--- config.mk ---
export PLATFORM = sky130hd
export DESIGN_NAME = multdiv_unit
export DESIGN_NICKNAME = d
export VERILOG_FILES = /design/src/rtl/multdiv_unit.sv
export SDC_FILE = /design/constraint.sdc
export NUM_CORES = 1
export LEC_CHECK = 0
export ABC_AREA = 1
export CAP_MARGIN = 25
export CORE_MARGIN = 3
export CORE_UTILIZATION = 30
export CTS_CLUSTER_DIAMETER = 80
export CTS_CLUSTER_SIZE = 8
export DETAILED_ROUTE_END_ITERATION = 16
export PLACE_DENSITY = 0.48
export SKIP_LAST_GASP = 1
export SLEW_MARGIN = 20
export SYNTH_ARGS = -nofsm -noshare
export SYNTH_HDL_FRONTEND = slang
export SYNTH_SLANG_ARGS = --single-unit
--- constraint.sdc ---
create_clock -name clock -period 4 [get_ports clock]
set_input_delay 0.8 -clock clock [delete_from_list [all_inputs] [get_ports clock]]
set_output_delay 0.8 -clock clock [all_outputs]
set_load 0.02 [all_outputs]
--- src/rtl/multdiv_unit.sv ---
// Iterative signed multiply (radix-2 Booth) / divide (restoring) unit; optional divider via MULTDIV_DIV_EN.
// Latency: WIDTH edges from accept to the one-cycle result_ready pulse (undivided build: start_div completes next edge).
// Backpressure: busy stalls the issuer; starts seen while running are dropped, not queued.
module multdiv_unit #(
    parameter int WIDTH = 32,
    parameter int TAG_W = 5
) (
    input  logic             clock,
    input  logic             reset,
    input  logic             start_mult,
    input  logic             start_div,
    input  logic             flush,
    input  logic [WIDTH-1:0] operand_a,
    input  logic [WIDTH-1:0] operand_b,
    input  logic [TAG_W-1:0] tag_in,
    output logic             busy,
    output logic             result_ready,
    output logic [WIDTH-1:0] result,
    output logic [TAG_W-1:0] tag_out,
    output logic             exception
);
    localparam int CNT_W = $clog2(WIDTH) + 1;
    localparam logic [CNT_W-1:0] LAST_ITER = CNT_W'(WIDTH - 1);

    typedef enum logic [1:0] {IDLE, RUN, DONE} state_t;

    state_t           state;
    logic [CNT_W-1:0] iter_cnt;
    // Shared datapath: {acc_hi, acc_lo} is the Booth accumulator/multiplier pair or
    // the divider's partial remainder/quotient pair; opnd_m is multiplicand or divisor.
    logic [WIDTH:0]   acc_hi;
    logic [WIDTH-1:0] acc_lo;
    logic [WIDTH-1:0] opnd_m;
    logic             booth_q;
    logic [TAG_W-1:0] tag_q;

    logic [WIDTH:0]     m_ext;
    logic [WIDTH:0]     booth_sum;
    logic [WIDTH:0]     mul_hi;
    logic [WIDTH-1:0]   mul_lo;
    logic [2*WIDTH-1:0] product;

    logic [WIDTH:0]   step_hi;
    logic [WIDTH-1:0] step_lo;
    logic             step_q;
    logic [WIDTH-1:0] fin_result;
    logic             fin_exc;

    // Accumulator is one bit wider than WIDTH so adding a most-negative multiplicand cannot overflow.
    always_comb begin
        m_ext = {opnd_m[WIDTH-1], opnd_m};
        case ({acc_lo[0], booth_q})
            2'b01:   booth_sum = acc_hi + m_ext;
            2'b10:   booth_sum = acc_hi - m_ext;
            default: booth_sum = acc_hi;
        endcase
        mul_hi  = {booth_sum[WIDTH], booth_sum[WIDTH:1]};
        mul_lo  = {booth_sum[0], acc_lo[WIDTH-1:1]};
        product = {mul_hi[WIDTH-1:0], mul_lo};
    end

`ifdef MULTDIV_DIV_EN
    logic             op_div;
    logic             div_neg;
    logic             div_zero;
    logic             div_ovf;
    logic [WIDTH:0]   div_shift;
    logic [WIDTH:0]   div_trial;
    logic [WIDTH:0]   div_hi;
    logic [WIDTH-1:0] div_lo;
    logic [WIDTH-1:0] div_quo;
    logic [WIDTH-1:0] abs_a;
    logic [WIDTH-1:0] abs_b;

    // Magnitudes fit unsigned WIDTH bits, including the most-negative value.
    always_comb begin
        abs_a     = operand_a[WIDTH-1] ? -operand_a : operand_a;
        abs_b     = operand_b[WIDTH-1] ? -operand_b : operand_b;
        div_shift = {acc_hi[WIDTH-1:0], acc_lo[WIDTH-1]};
        div_trial = div_shift - {1'b0, opnd_m};
        div_hi    = div_trial[WIDTH] ? div_shift : div_trial;
        div_lo    = {acc_lo[WIDTH-2:0], ~div_trial[WIDTH]};
        div_quo   = div_neg ? -div_lo : div_lo;
    end
`endif

    always_comb begin
        step_hi    = mul_hi;
        step_lo    = mul_lo;
        step_q     = acc_lo[0];
        fin_result = product[WIDTH-1:0];
        fin_exc    = product[2*WIDTH-1:WIDTH] != {WIDTH{product[WIDTH-1]}};
`ifdef MULTDIV_DIV_EN
        if (op_div) begin
            step_hi    = div_hi;
            step_lo    = div_lo;
            step_q     = 1'b0;
            fin_result = div_zero ? '0 : div_quo;
            fin_exc    = div_zero | div_ovf;
        end
`endif
    end

    always_ff @(posedge clock) begin
        if (reset) begin
            state        <= IDLE;
            iter_cnt     <= '0;
            acc_hi       <= '0;
            acc_lo       <= '0;
            opnd_m       <= '0;
            booth_q      <= 1'b0;
            tag_q        <= '0;
            busy         <= 1'b0;
            result_ready <= 1'b0;
            result       <= '0;
            tag_out      <= '0;
            exception    <= 1'b0;
`ifdef MULTDIV_DIV_EN
            op_div       <= 1'b0;
            div_neg      <= 1'b0;
            div_zero     <= 1'b0;
            div_ovf      <= 1'b0;
`endif
        end else if (flush) begin
            state        <= IDLE;
            busy         <= 1'b0;
            result_ready <= 1'b0;
        end else begin
            case (state)
                RUN: begin
                    iter_cnt <= iter_cnt + CNT_W'(1);
                    acc_hi   <= step_hi;
                    acc_lo   <= step_lo;
                    booth_q  <= step_q;
                    if (iter_cnt == LAST_ITER) begin
                        state        <= DONE;
                        busy         <= 1'b0;
                        result_ready <= 1'b1;
                        result       <= fin_result;
                        exception    <= fin_exc;
                        tag_out      <= tag_q;
                    end
                end
                default: begin
                    state        <= IDLE;
                    result_ready <= 1'b0;
                    if (start_mult) begin
                        state    <= RUN;
                        busy     <= 1'b1;
                        iter_cnt <= '0;
                        acc_hi   <= '0;
                        acc_lo   <= operand_b;
                        opnd_m   <= operand_a;
                        booth_q  <= 1'b0;
                        tag_q    <= tag_in;
`ifdef MULTDIV_DIV_EN
                        op_div   <= 1'b0;
`endif
                    end else if (start_div) begin
`ifdef MULTDIV_DIV_EN
                        state    <= RUN;
                        busy     <= 1'b1;
                        iter_cnt <= '0;
                        acc_hi   <= '0;
                        acc_lo   <= abs_a;
                        opnd_m   <= abs_b;
                        booth_q  <= 1'b0;
                        tag_q    <= tag_in;
                        op_div   <= 1'b1;
                        div_neg  <= operand_a[WIDTH-1] ^ operand_b[WIDTH-1];
                        div_zero <= operand_b == '0;
                        div_ovf  <= (operand_a == {1'b1, {(WIDTH-1){1'b0}}}) && (operand_b == '1);
`else
                        state        <= DONE;
                        result_ready <= 1'b1;
                        result       <= '0;
                        exception    <= 1'b1;
                        tag_out      <= tag_in;
`endif
                    end
                end
            endcase
        end
    end

endmodule
# == Yosys cells after proc, flatten, opt, wreduce, memory -nomap -nowiden ==
# Cells that the tools add are included.
# classes
n_addsub,3
mul,0
div_mod_pow,0
order_cmp,0
eq_ne,7
shifts,0
n_mux,32
n_bitwise,2
reduce_logical,7
# ops
operator,count
32-bit 2-to-1 mux,6
33-bit 2-to-1 mux,2
33-bit one-hot mux with 2 select lines,1
33-bit adder,1
33-bit subtractor,1
32-bit != test,1
5-bit 2-to-1 mux,4
1-bit 2-to-1 mux,13
6-bit 2-to-1 mux,2
2-bit 2-to-1 mux,4
"6-bit by 1-bit adder with 6-bit output, second input constant",1
"6-bit by 5-bit equality test with 1-bit output, second input constant",1
"2-bit by 1-bit equality test with 1-bit output, second input constant",2
2-bit AND reduction,2
4-bit AND reduction,1
2-bit nonzero test,2
3-bit AND reduction,1
"2-bit equality test, second input constant",1
"2-bit by 1-bit != test with 1-bit output, second input constant",1
"2-bit != test, second input constant",1
1-bit NOT,2
2-bit OR reduction,1
# totals
register_bits,151
latch_bits,0
mem_bits_rw,0
romBits,0
inputBits,74
mem_count,0

# == Depth between registers and ports, before layout ==
# Gate-level depths: netlist (run 1).
# depth
word_depth,5
ltp_mapped,31
ltp_nobuf,31

# == Least setup slack after synthesis (run 1) ==
# No wires, ideal clock.
# synth_timing
path_type,reg-to-reg
startpoint,register opnd_m[2]
endpoint,register exception
setup_time_ns,0.117
t_arrival_ns,3.021
t_required_ns,3.883
path_slack_ns,0.862
stages_incl_launch_ff,30
path_buffers,0
synth_period_minus_slack_ns,3.138
cell_sequence,dfxtp_1 > inv_1 > nand3_1 > nor3_2 > nand2_1 > inv_1 > nand3_2 > nor2_4 > nand2_1 > nand2_2 > o21ai_2 > or2_1 > a21oi_2 > xor2_1 > ha_1 > inv_1 > nor3_1 > nand2_1 > nor2_1 > nand2_2 > nand3_2 > nand2_1 > nand2_1 > nand2_1 > nor2_1 > nor2_1 > nor2_1 > nand3_1 > nor2_1 > nor2_1
# synth_via
elab_chain_cells,5
# synth_lines
item,line,source
from (decl),33,logic [WIDTH-1:0] opnd_m;
from (signal assigned),153,opnd_m <= operand_a;
33-bit subtractor / 33-bit adder (equally long branches),"54, 53",
33-bit one-hot mux with 2 select lines *,52,"case ({acc_lo[0], booth_q})"
32-bit != test *,92,fin_exc = product[2*WIDTH-1:WIDTH] != {WIDTH{product[WIDTH-1]}};
1-bit 2-to-1 mux *,135,if (iter_cnt == LAST_ITER) begin
1-bit 2-to-1 mux *,129,case (state)
to (signal assigned),140,exception <= fin_exc;
to (decl),20,output logic exception
# Mark *: on every way between the ends. The rest lies on a longest branch, timed or not. The select of a mux whose other input is x is not followed.
# A chain may end at the register's enable or synchronous reset.

# == Worst setup path after layout (run 1) ==
# layout_timing
startpoint,register opnd_m[0]
endpoint,register exception
# The elaborated chain is that of the path after synthesis.

==> impl_results.md, run 1 <==
* Row Count at 65
* Starting Density at 30.78%
* Hold Crit Class: reg -> reg
* Synthesized flop and latch total at 149
* # IOs at 114
* Comb pwr share at 23.7%
* Status: finished, final reports clean
* CTS tree: done
* PortBufs at 113
* Setup ws final at 266.4 ps
* P_sw at 1396 uW
* Final hold violation count at 0
* Ratio of cells with drive above 1 in the final layout at 11.52%
* Critical path arrival at 4050 ps
* Switch share at 32.14%
* Ys async rst share at 0%
* Slew @ Worst Pin at 898.4 ps
* Max Cap Viol at 0
* WL per Instance at 15.85 um
* HPWL Detailed at 25.27 mm
* Req. time, crit path at 4320 ps
* Main synth FF type: dfxtp_1
* Fillers at 3553
* N_diodes at 0
* Finish-stage setup viols at 0
* Gpl congestion at 0.9723
* Layout Cells excl Fill at 2154
* Cell variety after synth at 41
* Worst-path clk slew at 70 ps
* Layout overhead on the synthesized area at 26.43%
* Post-synth EDFFs at 0
* Syn Nets at 1721
* Die Width at 186.9 um
* Dominant cell type by area after synthesis: dfxtp_1
* Fin nets at 1816
* Overflow after GRT at 0
* Number of buffers created by CTS at 17
* Final cycle utilization of the critical path at 93.34%
* Drt first pass iters at 5
* Initial antenna violation count at 3
* Core footprint at 31880 um^2
* Internal power at 2947 uW
* Area contributors post-synth: dfxtp_1, nand2_1, inv_1
* Slowest cell on crit path: dfxtp_2
* Clk root buf: clkbuf_16
* Mapped Area at 9812 um^2
* Setup_tns at 0 ps
* Average size of a mapped cell at 6.091 um^2
* DRC violation count after routing at 0
* Seq/Total Area, Yosys at 30.40%
* Clk buf depth at 2
* Clk_lat worst skew at 430 ps
* CP Capture Type: register
* Vias in the first global route at 9975
* Clock sinks at 149
* Cell count after synthesis at 1611
* Sequential Power Share at 36.7%
* Synth Warn # at 0
* Min Tclk post-route at 3734 ps
* Drt first-iter violations at 577
* Power Density at 350.1 nW/um^2
* Die height at 186.9 um
* Setup WS pre-CTS at 65.88 ps
* Clk pwr share at 39.6%
* DRT antenna net count at 0
* Total Power at 4343 uW
* Max_slew headroom at 40.11%
* CTS H-tree lvls at 4
* Pleak at 0.005516 uW
* Gr usage total at 19.11%
* Largest stage delay, worst path at 330 ps
* First-pass GRT wire length at 53.79 mm
* Die Footprint at 34910 um^2
* Synth top area share at 30.40%
* Kind of start point of the critical path: register
* Via count at 10370
* Fin Clk Skew at 11.25 ps
* Vias per cell at 4.814
* WS Path Type: reg -> reg
* Largest net degree at the start of global routing at 71
* Placed cell count at 2118
* Slew Limit Fails at 0
* Routed WL at 34.15 mm
* CP Max Fanout at 4
* Peak Freq at 267.8 MHz
* Maximum vdd drop at 0.2268 mV
per-stage QoR:
step	utilization [%]	instance area (um^2)	hold WS (ps)
final	38.91	12410	466.6
after detailed placement	35.89	11440	459.7
after global routing	38.91	12410	481.2
after floorplan	-	9812	440.9
after global placement	35.89	11440	448.8
after CTS	37.83	12060	468.2
repair_timing:
item,in CTS,in global routing
endpoints found under the setup margin,0,5
resized for setup,0,82
hold buffers,0,0
setup buffers,0,4
routing by layer:
layer	vias up	routed length [um]	global-route usage, %	part of all wire (%)
met5	-	49	0	0.14
met4	6	675	5.728	2.0
met3	45	2061	4.648	6.0
met2	250	14970	30.30	44
met1	4736	16390	25.79	48
li1	5332	-	-	-
cell type report:
type | instances | area (um^2) | share of cell area, %
Timing Repair Buffer | 140 | 1341 | 10.81
Sequential cell | 149 | 2985 | 24.06
Inverter | 200 | 750.7 | 6.051
Tap cell | 435 | 544.3 | 4.387
Multi-Input combinational cell | 1198 | 6167 | 49.71
Clock buffer | 20 | 446.7 | 3.601
Clock inverter | 12 | 170.2 | 1.372
placed cells by master, fill, tap and decap left out, types with 17 or more instances in the layout:
cell type and count:
or2_2 25, xor2_1 25, nor2_1 125, nand3_1 113
dfxtp_1 147, buf_4 26, clkbuf_16 17, ha_1 24
nand2_2 31, o21ai_0 92, inv_1 189, nand2_1 490
a21oi_1 116, a31oi_1 39, clkdlybuf4s50_1 112
power by group through the flow:
stage | clock network [uW] | logic [uW] | registers [uW]
after floorplan | 0 | 600 | 1640
after global placement | 0 | 972 | 1630
after detailed placement | 0 | 973 | 1630
after CTS | 1750 | 978 | 1590
after global routing | 1810 | 1150 | 1600
final | 1720 | 1030 | 1590
worst max-delay path, delay by kind of cell (launching register included):
kind / cells / cell delay [ps]
AOI/OAI and AO/OA: 1 / 80
xor gates and xnor gates: 1 / 190
adders and majority gates: 1 / 320
buffers and inverters: 3 / 190
DFF: 1 / 330
and+or+nand+nor: 22 / 2540
cells by family after synthesis:
kind of cell             share of synthesized area [%]
buffers and inverters                            10.23
AO/OA/AOI/OAI                                    14.89
adder cells (fa/ha/maj)                          4.667
AND/OR/NAND/NOR                                  36.96
XOR/XNOR                                         2.856
flip-flops                                       30.40
flip-flops by register name (all words and copies together) (netlist names):
name,flops
busy,1
acc_hi,32
booth_q,1
opnd_m,32
state,1
result_ready,1
tag_q,5
tag_out,5
exception,1
iter_cnt,6
acc_lo,32
result,32
path summary, 6_finish.rpt:
kind / start / end / slack, ps / cells past startpoint
setup / recovery: opnd_m[0] / exception / 270 / 28
hold / removal: booth_q / booth_q / 470 / 2
setup reg to reg: opnd_m[0] / exception / 270 / 28
hold reg to reg: booth_q / booth_q / 470 / 2
synthesized netlist by cell type (2+ instances only):
| library cell | count |
|---|---|
| nor3_1 | 13 |
| nand2_1 | 507 |
| nor2_1 | 141 |
| o21ai_0 | 96 |
| nand4_1 | 15 |
| clkinv_1 | 2 |
| o211ai_1 | 2 |
| xnor2_1 | 3 |
| nand2_2 | 17 |
| nor2_4 | 2 |
| buf_2 | 7 |
| o21ai_2 | 2 |
| a31oi_1 | 39 |
| nand3_2 | 6 |
| ha_1 | 35 |
| nor2_2 | 6 |
| nand3_1 | 117 |
| buf_1 | 7 |
| xor2_1 | 29 |
| clkbuf_1 | 49 |
| inv_1 | 193 |
| a21oi_2 | 5 |
| or2_2 | 25 |
| inv_2 | 5 |
| a21oi_1 | 123 |
| nand3b_1 | 2 |
| dfxtp_1 | 149 |
Note: power is estimated with default switching activity, not from simulation.
==> run 2: changes to the inputs <==
--- a/config.mk
+++ b/config.mk
@@ -6,6 +6,7 @@
 export NUM_CORES = 1
 export LEC_CHECK = 0
 export ABC_AREA = 1
+export ABC_CLOCK_PERIOD_IN_PS = 4000
 export CAP_MARGIN = 25
 export CORE_MARGIN = 3
 export CORE_UTILIZATION = 30
==> results of run 2 <==
Same layout as run 1: the final DEF is identical, and so are final timing and power.
